### src/rtl/uart_irq_ctrl.sv
// UART interrupt controller: per-source level/edge capture into sticky EVENT bits,
// masking, and a coalescing engine (event-count threshold plus timeout) driving irq_o.
module uart_irq_ctrl #(
   parameter int IRQ_NUM = 9,
   parameter int CNT_W   = 8,
   parameter int TMO_W   = 16
) (
   input  logic               clk_i,
   input  logic               rstn_i,
   input  logic [IRQ_NUM-1:0] src_i,
   input  logic               reg_wr_i,
   input  logic               reg_rd_i,
   input  logic [2:0]         reg_addr_i,
   input  logic [31:0]        reg_wdata_i,
   output logic [31:0]        reg_rdata_o,
   output logic               irq_o
);

   typedef enum logic [1:0] {
      IDLE    = 2'd0,
      COLLECT = 2'd1,
      FIRE    = 2'd2
   } state_e;

   state_e             state_q, state_d;
   logic [IRQ_NUM-1:0] event_q, event_d;
   logic [IRQ_NUM-1:0] mask_q, mask_d;
   logic [IRQ_NUM-1:0] en_q, en_d;
   logic [IRQ_NUM-1:0] mode_q, mode_d;
   logic [IRQ_NUM-1:0] src_q;
   logic [CNT_W-1:0]   thr_q, thr_d;
   logic [TMO_W-1:0]   tmo_q, tmo_d;
   logic [CNT_W-1:0]   cnt_q, cnt_d;
   logic [TMO_W-1:0]   tmr_q, tmr_d;
   logic               irq_q, irq_d;
   logic [31:0]        rdata_q, rdata_d;

   logic [IRQ_NUM-1:0] wr_bits;
   logic [IRQ_NUM-1:0] hit;
   logic [IRQ_NUM-1:0] w1c;
   logic [IRQ_NUM-1:0] pending;
   logic               new_evt;
   logic [CNT_W-1:0]   cnt_inc;
   logic [CNT_W-1:0]   thr_eff;
   logic [TMO_W-1:0]   tmr_inc;
   logic               cnt_hit;
   logic               tmo_hit;
   logic [31:0]        coal_rd;
   logic [31:0]        rd_val;
   logic               unused_wdata;

   assign unused_wdata = ^reg_wdata_i;

   // Register file, capture and read path
   always_comb begin
      wr_bits = reg_wdata_i[IRQ_NUM-1:0];
      hit     = en_q & ((mode_q & src_i & ~src_q) | (~mode_q & src_i));
      w1c     = (reg_wr_i && reg_addr_i == 3'd0) ? wr_bits : '0;
      event_d = (event_q & ~w1c) | hit;
      pending = event_q & mask_q;
      new_evt = |(hit & mask_q & ~event_q);

      mask_d = (reg_wr_i && reg_addr_i == 3'd1) ? wr_bits : mask_q;
      en_d   = (reg_wr_i && reg_addr_i == 3'd2) ? wr_bits : en_q;
      mode_d = (reg_wr_i && reg_addr_i == 3'd3) ? wr_bits : mode_q;
      thr_d  = (reg_wr_i && reg_addr_i == 3'd4) ? reg_wdata_i[CNT_W-1:0] : thr_q;
      tmo_d  = (reg_wr_i && reg_addr_i == 3'd4) ? reg_wdata_i[16 +: TMO_W] : tmo_q;

      coal_rd                = '0;
      coal_rd[CNT_W-1:0]     = thr_q;
      coal_rd[16 +: TMO_W]   = tmo_q;

      // Reads see the pre-write contents, so a same-cycle write never leaks through
      case (reg_addr_i)
         3'd0:    rd_val = 32'(event_q);
         3'd1:    rd_val = 32'(mask_q);
         3'd2:    rd_val = 32'(en_q);
         3'd3:    rd_val = 32'(mode_q);
         3'd4:    rd_val = coal_rd;
         3'd5:    rd_val = 32'(pending);
         default: rd_val = '0;
      endcase
      rdata_d = reg_rd_i ? rd_val : rdata_q;
   end

   // Coalescing state machine
   always_comb begin
      state_d = state_q;
      cnt_d   = '0;
      tmr_d   = '0;
      cnt_inc = cnt_q;
      if (new_evt && cnt_q != '1) cnt_inc = cnt_q + CNT_W'(1);
      tmr_inc = (tmr_q == '1) ? tmr_q : tmr_q + TMO_W'(1);
      thr_eff = (thr_q == '0) ? CNT_W'(1) : thr_q;
      cnt_hit = cnt_inc >= thr_eff;
      tmo_hit = (tmo_q != '0) && (({1'b0, tmr_q} + (TMO_W+1)'(1)) >= {1'b0, tmo_q});

      case (state_q)
         IDLE: begin
            if (new_evt) begin
               if (thr_q <= CNT_W'(1)) begin
                  state_d = FIRE;
               end else begin
                  state_d = COLLECT;
                  cnt_d   = CNT_W'(1);
               end
            end
         end
         COLLECT: begin
            if (pending == '0) begin
               state_d = IDLE;
            end else if (cnt_hit || tmo_hit) begin
               state_d = FIRE;
            end else begin
               cnt_d = cnt_inc;
               tmr_d = tmr_inc;
            end
         end
         FIRE: begin
            if (pending == '0) state_d = IDLE;
         end
         default: state_d = IDLE;
      endcase

      irq_d = (state_d == FIRE);
   end

   always_ff @(posedge clk_i) begin
      if (!rstn_i) begin
         state_q <= IDLE;
         event_q <= '0;
         mask_q  <= '0;
         en_q    <= '0;
         mode_q  <= '0;
         src_q   <= '0;
         thr_q   <= '0;
         tmo_q   <= '0;
         cnt_q   <= '0;
         tmr_q   <= '0;
         irq_q   <= 1'b0;
         rdata_q <= '0;
      end else begin
         state_q <= state_d;
         event_q <= event_d;
         mask_q  <= mask_d;
         en_q    <= en_d;
         mode_q  <= mode_d;
         src_q   <= src_i;
         thr_q   <= thr_d;
         tmo_q   <= tmo_d;
         cnt_q   <= cnt_d;
         tmr_q   <= tmr_d;
         irq_q   <= irq_d;
         rdata_q <= rdata_d;
      end
   end

   assign reg_rdata_o = rdata_q;
   assign irq_o       = irq_q;

endmodule

### config.mk
export PLATFORM = sky130hd
export DESIGN_NAME = uart_irq_ctrl
export DESIGN_NICKNAME = d
export VERILOG_FILES = /design/src/rtl/uart_irq_ctrl.sv
export SDC_FILE = /design/constraint.sdc
export NUM_CORES = 1
export LEC_CHECK = 0
export CAP_MARGIN = 15
export CORE_ASPECT_RATIO = 1.1
export CORE_MARGIN = 2
export CORE_UTILIZATION = 35
export DETAILED_ROUTE_END_ITERATION = 8
export SYNTH_ARGS = -nofsm -noshare
export SYNTH_HDL_FRONTEND = slang
export SYNTH_SLANG_ARGS = --single-unit
export TNS_END_PERCENT = 10
### constraint.sdc
create_clock -name clk_i -period 9.4 [get_ports clk_i]
set_clock_uncertainty 0.2 [all_clocks]
set_input_delay 2.82 -clock clk_i [delete_from_list [all_inputs] [get_ports clk_i]]
set_output_delay 2.82 -clock clk_i [all_outputs]
set_load 0.01 [all_outputs]
After elaboration in Yosys (flattened, before gate mapping)
Cells that the tools add are included.
Widths: inputs -> output; s select.
{"block": "classes", "reduce_logical": 15, "order_cmp": 3, "eq_ne": 10, "n_mux": 15, "bitwise": 16, "addsub": 3}
{"cell": "$pmux 32 s6", "count": 1}
{"cell": "$and 9x9->9", "count": 8}
{"cell": "$not 9->9", "count": 4}
{"cell": "$mux 8", "count": 4}
{"cell": "$or 9x9->9", "count": 2}
{"cell": "$add 16x1->17 const B", "count": 1}
{"cell": "$ge 17x16->1", "count": 1}
{"cell": "$add 16x1->16 const B", "count": 1}
{"cell": "$eq 16x16->1 const B", "count": 1}
{"cell": "$pmux 8 s2", "count": 1}
{"cell": "$reduce_bool 16->1", "count": 1}
{"cell": "$mux 2", "count": 5}
{"cell": "$logic_not 9->1", "count": 1}
{"cell": "$mux 9", "count": 1}
{"cell": "$reduce_or 9->1", "count": 1}
{"cell": "$add 8x1->8 const B", "count": 1}
{"cell": "$ge 8x8->1", "count": 1}
{"cell": "$le 8x1->1 const B", "count": 1}
{"cell": "$logic_not 8->1", "count": 1}
{"cell": "$ne 8x8->1 const B", "count": 1}
{"cell": "$logic_and 1x1->1", "count": 7}
{"cell": "$eq 3x2->1 const B", "count": 2}
{"cell": "$eq 3x3->1 const B", "count": 2}
{"cell": "$pmux 2 s3", "count": 1}
{"cell": "9 further kinds", "count": 12}
{"block": "word_totals", "ff_bits": 128, "out_inout_bits": 33}

Depth between registers and ports, before layout
Gate-level depths: netlist (run 1).
{"block": "logic_depth", "ltp_word": 15, "mapped_depth": 15, "depth_no_buf": 14}

Worst setup path after synthesis (run 1)
Ideal clock, no wire load.
{"block": "synth_path", "kind": "input port to flip-flop", "start": "in src_i[7]", "end": "reg tmr_q[10]", "setup_ps": 71, "arrival_ps": 5392, "stages": 15, "setup_slack_ps": 3737, "cell_sequence": "nand2_1 -> a2111oi_2 -> a311o_2 -> o31a_1 -> xor2_1 -> inv_1 -> ha_1 -> nand2b_1 -> a211oi_1 -> o21bai_1 -> a31oi_1 -> o221a_4 -> nand3_4 -> buf_6 -> a21oi_1"}
{"block": "synth_between", "elab_chain_cells": 12, "word_cells_on_any_way": 13}
{"element": "from (decl)", "line": "10", "text": "input logic [IRQ_NUM-1:0] src_i,"}
{"element": "$and 9x9->9 (2 in series)", "line": "57", "text": "hit = en_q & ((mode_q & src_i & ~src_q) | (~mode_q & src_i));"}
{"element": "$or 9x9->9 (*)", "line": "57"}
{"element": "$and 9x9->9 (*)", "line": "57"}
{"element": "$and 9x9->9 (*) (2 in series)", "line": "61", "text": "new_evt = |(hit & mask_q & ~event_q);"}
{"element": "$reduce_or 9->1 (*)", "line": "61"}
{"element": "$logic_and 1x1->1 (*)", "line": "92", "text": "if (new_evt && cnt_q != '1) cnt_inc = cnt_q + CNT_W'(1);"}
{"element": "$mux 8 (*)", "line": "92"}
{"element": "$ge 8x8->1 (*)", "line": "95", "text": "cnt_hit = cnt_inc >= thr_eff;"}
{"element": "$logic_or 1x1->1 (*)", "line": "112", "text": "end else if (cnt_hit || tmo_hit) begin"}
{"element": "$reduce_or 4->1 (no line) (*)"}
{"element": "to (signal assigned)", "line": "152", "text": "tmr_q <= tmr_d;"}
{"element": "to (decl)", "line": "34", "text": "logic [TMO_W-1:0] tmr_q, tmr_d;"}
Every way passes the cells marked *; elsewhere a longest branch is shown, timed or not.
A chain may end at the register's enable or synchronous reset.

Final worst setup path (run 1)
{"block": "layout_path", "start": "in src_i[2]", "end": "reg tmr_q[13]"}
Same word-level chain as after synthesis.

==> results of run 1 <==
## worst paths after layout
path                         startpoint                endpoint  slack (ns)  depth (start not counted)
hold / removal    thr_q[5]$_SDFFE_PN0P_   thr_q[5]$_SDFFE_PN0P_        0.27                          2
hold reg to reg   thr_q[5]$_SDFFE_PN0P_   thr_q[5]$_SDFFE_PN0P_        0.27                          2
setup reg to reg  tmr_q[0]$_SDFFE_PP0N_  tmr_q[13]$_SDFFE_PP0N_        5.35                         14
setup / recovery               src_i[2]  tmr_q[13]$_SDFFE_PP0N_        3.01                         15
## cells in the final DEF, fill, tap and decap left out, drive strengths merged, types with 3 or more instances in the layout
cell / synthesis / layout
a22oi: 3 / 3
nor4: 7 / 7
a21oi: 58 / 58
a221oi: 4 / 4
conb: 1 / 7
o211a: 6 / 6
a21boi: 51 / 51
clkinv: 0 / 6
inv: 47 / 47
nand3: 15 / 15
a31oi: 7 / 7
a32oi: 6 / 6
a2111oi: 6 / 6
or3: 3 / 3
clkdlybuf4s50: 0 / 65
clkbuf: 30 / 24
ha: 26 / 26
nand2: 137 / 137
xnor2: 16 / 16
nor2b: 54 / 54
and2: 12 / 12
o21ai: 5 / 5
and3: 8 / 8
nor3: 8 / 8
or2: 3 / 3
nor2: 22 / 22
mux2i: 8 / 8
buf: 10 / 6
o221ai: 5 / 5
dfxtp: 121 / 121
mux2: 6 / 6
nand4: 9 / 9
xor2: 7 / 7
nand2b: 6 / 6
## cells in the mapped netlist (12+ instances only)
cell      count  area share
a21oi_1      52       0.043
a21boi_0     51       0.063
and2_1       12       0.012
ha_1         26       0.053
inv_1        47       0.029
dfxtp_1     121        0.40
clkbuf_1     30       0.018
nand2_1     137       0.084
nand3_1      13       0.011
xnor2_1      16       0.023
nor2b_1      50       0.051
nor2_1       22       0.014
## critical path, cell delays in order
cell             delay [ns]
clkdlybuf4s50_1        0.47
nand2_1                0.07
a2111oi_1              0.50
a2111o_1               0.25
o31a_1                 0.32
xor2_1                 0.22
inv_1                  0.06
ha_1                   0.27
nand2b_1               0.14
a211oi_1               0.24
o21bai_1               0.12
a31oi_1                0.22
o221a_4                0.27
nand3_4                0.29
a21oi_1                0.25
## logic make-up (layout without fill, tap and decap cells)
kind of cell | Yosys count | after routing
muxes | 14 | 14
adders and majority gates | 26 | 26
other | 1 | 7
DFF | 121 | 121
xor gates and xnor gates | 23 | 23
AOI/OAI and AO/OA | 169 | 169
and+or+nand+nor | 286 | 286
buffers and inverters | 87 | 150
## registers in the layout (all words and copies together) (netlist names), 9 cells and up
register and cells:
src_q 9, event_q 9, en_q 9, mode_q 9, tmr_q 16, tmo_q 16
mask_q 9, reg_rdata_o 25
## final cells by class
class,instances,share of cell area
tap,234,0.0392
inverter,47,0.0236
timing repair buffer,71,0.0929
sequential,121,0.325
clock inverter,8,0.00956
clock buffer,24,0.0632
multi-input combinational,525,0.447
## stage by stage
stage / hold slack, ns / total power, mW
global placement: 0.256 / 0.631
CTS: 0.268 / 1.24
global route: 0.288 / 1.27
floorplan: 0.243 / 0.591
detailed placement: 0.261 / 0.631
finish: 0.265 / 1.23
## per-layer routing
layer | track usage | up-vias | share of wire
li1 | - | 2606 | -
met1 | 0.231 | 2418 | 0.48
met2 | 0.291 | 76 | 0.48
met3 | 0.0410 | 14 | 0.028
met4 | 0.0458 | 0 | 0.011
met5 | 0 | - | 0
## power groups by stage
stage	sequential [mW]	combinational [mW]	clock (mW)
after CTS	0.530	0.0910	0.619
after global routing	0.531	0.0990	0.644
after detailed placement	0.541	0.0907	0
after floorplan	0.539	0.0516	0
after global placement	0.541	0.0905	0
final	0.530	0.0903	0.609
==> results.toml, run 1 <==
[finish]
fin_cells = 1030
finalNetCount = 857
fin_area_sq_um = 7460
seq_area_sq_um = 2420
multi_input_area_sq_um = 3330
fillCellCount = 1712
areaGrowthSynthToFinish_pct = 22.1
fin_util = 0.437
antenna_cells = 0
drive_gt1_frac = 0.0754

[power_and_ir_drop]
switchingPower_mw = 0.290
p_leak_nw = 2.76
switching_share = 0.236
vdd_drop_max_mv = 0.121
p_int_mw = 0.939
pwr-share-comb = 0.073
p_seq_frac = 0.431
clockPowerShare = 0.495
p_per_area_nw_per_um2 = 165

[global_routing]
grt_pass1_wl_mm = 25.1
antenna_found_initial = 0
grt_max_degree = 101
grt-ovfl-total = 0
first_global_vias = 4734
grt_use_total = 0.176

[timing]
rsz0062_at_grt = "no"
final_hold_viol_count = 0
slew_headroom = 0.300
fmax_mhz = 157
fin_tns_setup_ns = 0
worstMarginPinSlew_ns = 1.05
setup_slack_ns = 3.01
setup_viol = 0
fin_crit_sh = 0.680
maxSlewViolCount = 0
fin_crit_ns = 6.39

[routing]
firstDrtPassIters = 5
dr_total_vias = 5114
routed_wl_mm = 15.6
drc_errors = 0
via_per_inst = 4.97
detail_route.wl_per_cell_um = 15.2
drt_iter0_drc = 227
ant_nets = 0

[clocking]
cts_sinks = 121
cts_buffers = 17
insertion_delay_ns = 0.42
ctsResizeCount = 0
htree_levels = 4
cts_setup_buffers = 0
root_buffer = "clkbuf_16"
clk_path_buf_depth = 2
cts_tree = "built"
path_clk_slew_ns = 0.06
ctsHoldBuffers = 0

[yosys]
synth_top_family_by_area = "simple AND/OR/NAND/NOR gates"
ys_ff_latch = 121
synth-edff-count = 0
synthArstFlopShare = 0
synth_compound_area_frac = 0.197
synth_cells = 727
synth_fa_ha_area_frac = 0.0532
ys_seq_area_frac = 0.396
synthXorXnorAreaFrac = 0.0330
synth_cell_types = 59
ys_warn_count = 0
syn_area_per_cell_sq_um = 8.40
synth_area_sq_um = 6110
muxShareOfSynthArea = 0.0248
yosys.area_share.simple = 0.233
synth_ff_type = "dfxtp_1"

[setup_path]
worstPathArrival_ns = 6.53
cp.required_ns = 9.54
crit_type = "primary input to register"
end_kind = "register"
crit_fanout = 22
startpoint_type = "primary input"

[floorplanning]
die_w_um = 130
pin_count = 81
die_y_um = 143
start_util = 0.358
dieArea_sq_um = 18500
num_rows = 50
core_sq_um = 17100

[place]
dpl.hpwl_mm = 10.7
placed_area_sq_um = 6920
io_buffers = 66
gp_congestion = 0.833
dp_slack_ns = 2.59
dp_cells = 998

[min_path]
hp-class = "register to register"

[run_status]
outcome = "finished clean"

[flow_run]
drv_cap = 0
(Power assumes the default switching activity.)
==> run 2: changes to the inputs <==
==> constraint.sdc (replaced) <==
create_clock -name clk_i -period 6.1 [get_ports clk_i]
set_clock_uncertainty 0.2 [all_clocks]
set_input_delay 1.83 -clock clk_i [delete_from_list [all_inputs] [get_ports clk_i]]
set_output_delay 1.83 -clock clk_i [all_outputs]
set_load 0.01 [all_outputs]
==> run 2 against run 1 <==
Largest cell class unchanged; register-to-register slack lost 3.3 ns; utilization up 0.18 points; cell area grew 0.40%.
==> results.toml, run 2 (same netlist as run 1, synthesis figures left out) <==
[finish]
final_common_cell = "nand2_1"
layout_common_cells = "137 x nand2_1, 121 x dfxtp_1, 65 x clkdlybuf4s50_1, 52 x a21oi_1, 51 x a21boi_0"
antenna_cells = 0
fin_cells = 1029
finalNetCount = 859
areaGrowthSynthToFinish_pct = 22.6
drive_gt1_frac = 0.0792
largest_register_ffs = 25

[timing]
fin_tns_setup_ns = 0
worstMarginPinSlew_ns = 0.995
rsz0062_at_grt = "no"
fin_crit_sh = 0.888
slew_headroom = 0.337
setup_viol = 0
final_hold_viol_count = 0
fmax_mhz = 185
fin_crit_ns = 5.42
setup_slack_ns = 0.682
maxSlewViolCount = 0

[setup_path]
startpoint_type = "primary input"
crit_fanout = 22
cp.required_ns = 6.24
cp_top_family = "compound AO/OA/AOI/OAI gates"
cp_cell_sequence = "clkdlybuf4s50_1 > nand2_1 > a2111oi_1 > a311o_2 > o31a_1 > xor2_1 > inv_1 > ha_1 > nand2b_1 > a211oi_1 > o21bai_1 > a31oi_1 > o221a_4 > nand3_4 > nor2b_1"
crit_type = "primary input to register"
r2r-start = "tmr_q[0]$_SDFFE_PP0N_"
end_kind = "register"
cp.buffers_inverters = 2
reg2regPathDepth = 14
slowest_stage = "a2111oi_1"
r2r_slack_ns = 2.00
worstPathArrival_ns = 5.55
worst_path_largest_cell_delay_ns = 0.52
reg2reg_to = "cnt_q[7]$_SDFF_PN0_"

[global_routing]
grt_use_total = 0.179
antenna_found_initial = 0
first_global_vias = 5071
grt_pass1_wl_mm = 25.8
grt-ovfl-total = 0
grt_max_degree = 64

[routing]
drc_errors = 0
ant_nets = 0
dr_total_vias = 5214
routed_wl_mm = 15.7
detail_route.wl_per_cell_um = 15.3
via_per_inst = 5.07
firstDrtPassIters = 5
drt_iter0_drc = 348

[clocking]
cts_buffers = 17
path_clk_slew_ns = 0.05
clk_path_buf_depth = 2
cts_sinks = 121
insertion_delay_ns = 0.42
cts_tree = "built"
ctsHoldBuffers = 0
root_buffer = "clkbuf_16"
ctsResizeCount = 0
cts_setup_buffers = 0
htree_levels = 4

[power_and_ir_drop]
switchingPower_mw = 0.439
p_leak_nw = 2.78
p_int_mw = 1.48
p_per_area_nw_per_um2 = 256
clockPowerShare = 0.502
vdd_drop_max_mv = 0.191
p_seq_frac = 0.425
switching_share = 0.229
pwr-share-comb = 0.073

[place]
dp_cells = 1000
io_buffers = 66
gp_congestion = 0.825
dpl.hpwl_mm = 10.9
dp_slack_ns = 0.310

[run_status]
outcome = "finished clean"

[floorplanning]
die_w_um = 130
start_util = 0.358
num_rows = 50
dieArea_sq_um = 18500
die_y_um = 143
core_sq_um = 17100
pin_count = 81

[min_path]
holdPathStages = 2
hp-class = "register to register"
hold_end = "thr_q[5]$_SDFFE_PN0P_"
min_from = "thr_q[5]$_SDFFE_PN0P_"

[flow_run]
drv_cap = 0
==> run 2: power by group through the flow <==
stage	Clock [mW]	Sequential [mW]	Combinational [mW]
final	0.964	0.816	0.140
after global routing	1.02	0.818	0.153
after CTS	0.984	0.816	0.140
after detailed placement	0	0.833	0.140
after global placement	0	0.833	0.140
after floorplan	0	0.831	0.0795
==> run 2: layout make-up <==
class | instances | area [sq um]
Clock buffer | 20 | 457
Sequential cell | 121 | 2420
Clock inverter | 9 | 101
Inverter | 47 | 176
Multi-Input combinational cell | 525 | 3330
Tap cell | 234 | 293
Fill cell | 1708 | 9590
Timing Repair Buffer | 73 | 708
==> run 2: worst min-delay path, delay by kind of cell (launching register included) <==
| family | cells | cell delay (ns) |
|---|---|---|
| simple gates | 1 | 0.04 |
| flops | 1 | 0.30 |
| compound gates | 1 | 0.06 |
==> run 2: worst max path at each step <==
stage                             endpoint  slack (ns)  depth (start not counted)     start
floorplan           tmr_q[10]$_SDFFE_PP0N_        1.43                         15  src_i[7]
global placement    tmr_q[12]$_SDFFE_PP0N_        0.30                         15  src_i[3]
detailed placement     cnt_q[7]$_SDFF_PN0_        0.31                         15  src_i[2]
CTS                    cnt_q[7]$_SDFF_PN0_        0.71                         15  src_i[3]
global route        tmr_q[11]$_SDFFE_PP0N_        0.39                         15  src_i[3]
finish                 cnt_q[7]$_SDFF_PN0_        0.68                         15  src_i[3]
==> run 2: layer usage <==
layer | GRT usage | wire, um | up-vias
met5 | 0 | 0 | -
met4 | 0.0549 | 152 | 0
met3 | 0.0447 | 776 | 14
met2 | 0.298 | 7570 | 122
met1 | 0.226 | 7230 | 2480
li1 | - | - | 2598
==> run 2: metrics by stage <==
stage          power, mW  hold WS [ns]   util  area, sq um
6_report            1.92         0.261  0.439         7490
5_1_grt             1.99         0.292  0.439         7490
3_3_place_gp       0.973         0.252  0.406         6930
2_1_floorplan      0.911         0.243      -         6130
4_1_cts             1.94         0.266  0.439         7490
3_5_place_dp       0.973         0.258  0.406         6930
